[src/rtl/load_store_arbiter_pkg.sv]
// Shared types and constants for the load/store arbiter.
package load_store_pkg;

  typedef enum logic {
    DRAIN = 1'b0,
    FILL  = 1'b1
  } mode_t;

  localparam logic DIR_LOAD  = 1'b1;
  localparam logic DIR_STORE = 1'b0;

endpackage

[src/rtl/load_store_arbiter_rr_pick.sv]
// Combinational round-robin picker: first eligible index at or after ptr, wrapping.
module rr_pick #(
  parameter int unsigned NREQ = 4,
  parameter int unsigned PW   = 2
) (
  input  logic [NREQ-1:0] elig,
  input  logic [PW-1:0]   ptr,
  output logic [NREQ-1:0] pick,
  output logic            valid
);

  logic [2*NREQ-1:0] dbl;
  logic [NREQ-1:0]   rot;
  logic [NREQ-1:0]   first;
  logic [2*NREQ-1:0] hit;
  logic              found;

  // Rotate so ptr sits at bit 0, take the lowest set bit, rotate the hit back.
  always_comb begin
    dbl   = {elig, elig};
    rot   = NREQ'(dbl >> ptr);
    first = '0;
    found = 1'b0;
    for (int k = 0; k < int'(NREQ); k++) begin
      if (!found && rot[k]) begin
        first[k] = 1'b1;
        found    = 1'b1;
      end
    end
    hit   = {{NREQ{1'b0}}, first} << ptr;
    pick  = hit[NREQ-1:0] | hit[2*NREQ-1:NREQ];
    valid = |elig;
  end

endmodule

[src/rtl/load_store_arbiter.sv]
// Round-robin load/store arbiter over a bounded volume counter with FILL/DRAIN hysteresis.
module load_store_arbiter
  import load_store_pkg::*;
#(
  parameter int unsigned NREQ  = 4,
  parameter int unsigned N     = 2500,
  parameter int unsigned CBITS = 12,
  parameter int unsigned TMO   = 16,
  parameter int unsigned TBITS = 5
) (
  input  logic             clk,
  input  logic             rst,
  input  logic [NREQ-1:0]  req,
  input  logic [NREQ-1:0]  dir,
  output logic [NREQ-1:0]  gnt,
  output logic [CBITS-1:0] vol,
  output logic             mode,
  output logic             full,
  output logic             empty,
  output logic             sig
);

  localparam int unsigned PW = (NREQ > 1) ? $clog2(NREQ) : 1;

  mode_t            mode_q, mode_d;
  logic [CBITS-1:0] vol_q, vol_d;
  logic [PW-1:0]    ptr_q, ptr_d;
  logic [TBITS-1:0] starve_q, starve_d;
  logic [NREQ-1:0]  gnt_q, gnt_d;

  logic [NREQ-1:0]  cap_ok;
  logic [NREQ-1:0]  elig;
  logic [NREQ-1:0]  elig_opp;
  logic [NREQ-1:0]  pick;
  logic             pick_valid;
  logic [PW-1:0]    pick_idx;
  logic             starve_cond;
  logic             starve_hit;

  // Eligibility under the current mode and under the opposite mode.
  always_comb begin
    cap_ok   = '0;
    elig     = '0;
    elig_opp = '0;
    for (int i = 0; i < int'(NREQ); i++) begin
      cap_ok[i]   = ((dir[i] == DIR_LOAD)  && (vol_q < CBITS'(N))) ||
                    ((dir[i] == DIR_STORE) && (vol_q != '0));
      elig[i]     = req[i] && !gnt_q[i] && cap_ok[i] && (mode_t'(dir[i]) == mode_q);
      elig_opp[i] = req[i] && !gnt_q[i] && cap_ok[i] && (mode_t'(dir[i]) != mode_q);
    end
  end

  rr_pick #(
    .NREQ (NREQ),
    .PW   (PW)
  ) u_rr_pick (
    .elig  (elig),
    .ptr   (ptr_q),
    .pick  (pick),
    .valid (pick_valid)
  );

  // One-hot pick to index, for advancing the round-robin pointer.
  always_comb begin
    pick_idx = '0;
    for (int i = 0; i < int'(NREQ); i++) begin
      if (pick[i]) pick_idx = PW'(i);
    end
  end

  // Next-state: grant, volume, pointer, mode FSM and starvation counter.
  always_comb begin
    gnt_d    = '0;
    vol_d    = vol_q;
    ptr_d    = ptr_q;
    mode_d   = mode_q;
    starve_d = '0;

    starve_cond = !(|elig) && (|elig_opp);
    starve_hit  = starve_cond && (starve_q == TBITS'(TMO - 1));

    if (pick_valid) begin
      gnt_d = pick;
      vol_d = (mode_q == FILL) ? vol_q + CBITS'(1) : vol_q - CBITS'(1);
      ptr_d = (pick_idx == PW'(NREQ - 1)) ? '0 : pick_idx + PW'(1);
    end

    case (mode_q)
      FILL: begin
        if (vol_q == CBITS'(N)) mode_d = DRAIN;
        else if (starve_hit)    mode_d = DRAIN;
      end
      DRAIN: begin
        if (vol_q == '0)     mode_d = FILL;
        else if (starve_hit) mode_d = FILL;
      end
      default: mode_d = FILL;
    endcase

    // Saturating count of consecutive starved cycles in an unchanged mode.
    if (!pick_valid && (mode_d == mode_q) && starve_cond) begin
      starve_d = (starve_q == TBITS'(TMO - 1)) ? starve_q : starve_q + TBITS'(1);
    end
  end

  // State registers with synchronous reset.
  always_ff @(posedge clk) begin
    if (rst) begin
      mode_q   <= FILL;
      vol_q    <= '0;
      ptr_q    <= '0;
      starve_q <= '0;
      gnt_q    <= '0;
    end else begin
      mode_q   <= mode_d;
      vol_q    <= vol_d;
      ptr_q    <= ptr_d;
      starve_q <= starve_d;
      gnt_q    <= gnt_d;
    end
  end

  assign gnt   = gnt_q;
  assign vol   = vol_q;
  assign mode  = mode_q;
  assign full  = (vol_q == CBITS'(N));
  assign empty = (vol_q == '0);
  assign sig   = full;

endmodule

[config.mk]
export PLATFORM = sky130hd
export DESIGN_NAME = load_store_arbiter
export DESIGN_NICKNAME = d
export VERILOG_FILES = /design/src/rtl/load_store_arbiter_pkg.sv /design/src/rtl/load_store_arbiter_rr_pick.sv /design/src/rtl/load_store_arbiter.sv
export SDC_FILE = /design/constraint.sdc
export NUM_CORES = 1
export LEC_CHECK = 0
export CAP_MARGIN = 25
export CORE_ASPECT_RATIO = 1.4
export CORE_UTILIZATION = 50
export DETAILED_ROUTE_END_ITERATION = 10
export GPL_TIMING_DRIVEN = 0
export MAX_ROUTING_LAYER = met4
export PLACE_DENSITY = 0.79
export SLEW_MARGIN = 20
export SYNTH_ARGS = -nofsm -noshare
export SYNTH_HDL_FRONTEND = slang
export SYNTH_SLANG_ARGS = --single-unit
[constraint.sdc]
create_clock -name clk -period 3.4 [get_ports clk]
set_clock_uncertainty 0.15 [all_clocks]
set_input_delay 0.34 -clock clk [delete_from_list [all_inputs] [get_ports clk]]
set_output_delay 0.34 -clock clk [all_outputs]
set_load 0.05 [all_outputs]
==> metrics.yaml <==
run_status:
  status: "finished, final reports clean"
power_and_ir_drop:
  power_density_mw_per_mm2: 338
  leakagePower_nw: 0.901
  p_int_w: 0.000475
  comb_power_share_pct: 34.1
  netSwitchingFraction_pct: 35.5
  clkPwrFrac_pct: 23.2
  ir_drop_v: 0.000293
  pwr-share-seq_pct: 42.7
  p_switching_w: 0.000262
grt:
  antenna_found_initial: 0
  grt_max_degree: 17
  grt_pass1_vias: 1522
  grt_first_pass_wirelength_mm: 6.74
  overflow: 0
  grt_usage_pct: 23.8
place:
  place_ws_ps: 310
  place_congestion: 0.871
  post-place-cells: 277
  port_buffers: 28
  place_hpwl_mm: 3.06
min_path:
  hold_path.class: "flop to flop"
  worstHoldStart: "starve_q[4]"
  min_to: "starve_q[4]"
  whs_path_depth: 2
die:
  core.rowCount: 25
  die_area_mm2: 0.00387
  die_h_um: 73.2
  initial_core_util_pct: 53.1
  die_w_um: 52.8
  ios: 30
  core_mm2: 0.00341
timing:
  timing.setup.tns_ps: 0
  slew_headroom_pct: 64.4
  grt_setup_unrepaired: "false"
  timing.fmax_mhz: 318
  tightest_slew_ps: 529
  min_period_ps: 3150
  maxSlewViolCount: 0
  final-setup-viol-count: 0
  timing.hold.ws_ps: 348
  fin_crit_sh_pct: 92.6
  hold_viol_final: 0
  worst_slack_ps: 252
finish:
  final_cells: 280
  n_fill_cell: 311
  diodes: 0
  drive_gt1_share_pct: 7.50
  layout.nets: 265
  multi_input_area_mm2: 0.00123
  regArea_um2: 480
  syn_to_final_growth_pct: 20.5
  utilization_pct: 64.0
cts:
  numCtsBuffers: 3
  cts.path.max_buffers: 2
  clockRootBuffer: "clkbuf_8"
  cts_tree: "built"
  htree_levels: 1
  clock-sinks: 24
  hold_buffers: 0
  clk_pin_slew_ps: 80
  clock_latency_ps: 270
  cts_setup_buffers: 0
  ctsResizeCount: 0
critical_path:
  worstReg2RegEnd: "vol[11]"
  required_ps: 2910
  r2r-start: "mode"
  critical_path_class: "flop to output port"
  crit_arrival_ps: 2660
  rr_worst_depth: 8
  crit_path_max_fanout: 6
  rrSetupSlack_ps: 260
  start_kind: "flop"
  cp-end-kind: "output port"
drt:
  drt_iter0_drc: 33
  ant_nets: 0
  via_count: 1695
  avgViaCountPerCell: 6.05
  finalWirelength_mm: 4.06
  first_pass_iters: 4
  drc_errors: 0
  wl_per_cell_um: 14.5
synth:
  async_flop_share_pct: 0
  netlist_top_cells_count: "dfxtp_1 (24), nor2_1 (23), a21oi_1 (14), ha_1 (12), nand2_1 (11)"
  yosysMostFrequentCell: "dfxtp_1"
  ys_seq_elements: 24
  syn_inst: 209
  yosysSeqAreaShare_pct: 26.6
  synth_top_area_cell: "dfxtp_1"
  synth_area_per_cell_um2: 8.66
  synthTopCellsByArea: "dfxtp_1 (27%), ha_1 (8.3%), mux2i_1 (5.0%)"
  yosysWarnings: 0
  ys_types: 52
  synthFlopType: "dfxtp_1"
  synth_top_area_share_pct: 26.6
  synth_area_mm2: 0.00181
  synth_edf_count: 0
  synthesis.nets: 232
job:
  drv_cap: 0
[cell usage in the layout (no fill, tap or decap), drive strengths merged, types with 8 or more instances in the layout]
cell           count
nor2              23
nand3              8
inv                8
nand2             11
or3                8
mux2i              9
clkdlybuf4s50     28
ha                12
a21oi             14
dfxtp             24
[stage by stage]
step | cell area (um^2) | total power (W)
floorplan | 1810 | 0.000507
global placement | 2140 | 0.000570
detailed placement | 2140 | 0.000573
CTS | 2180 | 0.000740
global route | 2180 | 0.000770
finish | 2180 | 0.000737
[power groups by stage]
stage | registers [W] | logic (W) | clock network [W]
after floorplan | 0.000351 | 0.000156 | 0
after global placement | 0.000321 | 0.000249 | 0
after detailed placement | 0.000322 | 0.000251 | 0
after CTS | 0.000315 | 0.000252 | 0.000173
after global routing | 0.000319 | 0.000266 | 0.000185
final | 0.000315 | 0.000251 | 0.000171
[worst max-delay path, cell delays in order, from the launching register on]
cell             delay (ps)
dfxtp_1                 380
or4_4                   550
nor3_1                  470
buf_4                   200
clkdlybuf4s50_1         790
[cell type report]
type / instances / area share (%)
flip-flops and latches: 24 / 22.0
inverters: 9 / 2.12
plain buffers: 6 / 2.29
clock buffers: 3 / 1.89
repair buffers: 28 / 12.9
well taps: 40 / 2.29
multi-input cells: 170 / 56.5
[state kept, by name, summed over array words and instances (netlist names)]
name and flops:
vol 12, ptr_q 2, gnt 4, mode 1, starve_q 5
[kinds of logic (layout without fill, tap and decap cells)]
kind of cell / count (synthesis) / in the layout / share of synthesized area (%)
xor gates and xnor gates: 10 / 10 / 4.84
muxes: 10 / 10 / 5.60
buffers and inverters: 15 / 46 / 5.33
DFF: 24 / 24 / 26.6
AOI/OAI and AO/OA: 55 / 55 / 23.2
and+or+nand+nor: 82 / 82 / 25.0
adders and majority gates: 13 / 13 / 9.41
[worst max-delay path by stage]
stage                    to    from  cells after the start
floorplan               sig  vol[9]                      3
global placement    vol[11]    mode                      8
detailed placement  vol[11]    mode                      8
CTS                   empty  vol[9]                      4
global route        vol[11]    mode                      8
finish                  sig  vol[9]                      4
[per-layer routing]
metal / track usage (%) / up-vias / part of all wire [%]
met3: 1.88 / 8 / 3.7
met5: - / - / 0
met1: 28.4 / 788 / 44
met4: 11.1 / 0 / 2.0
li1: - / 856 / -
met2: 39.5 / 43 / 50
(Power assumes the default switching activity.)
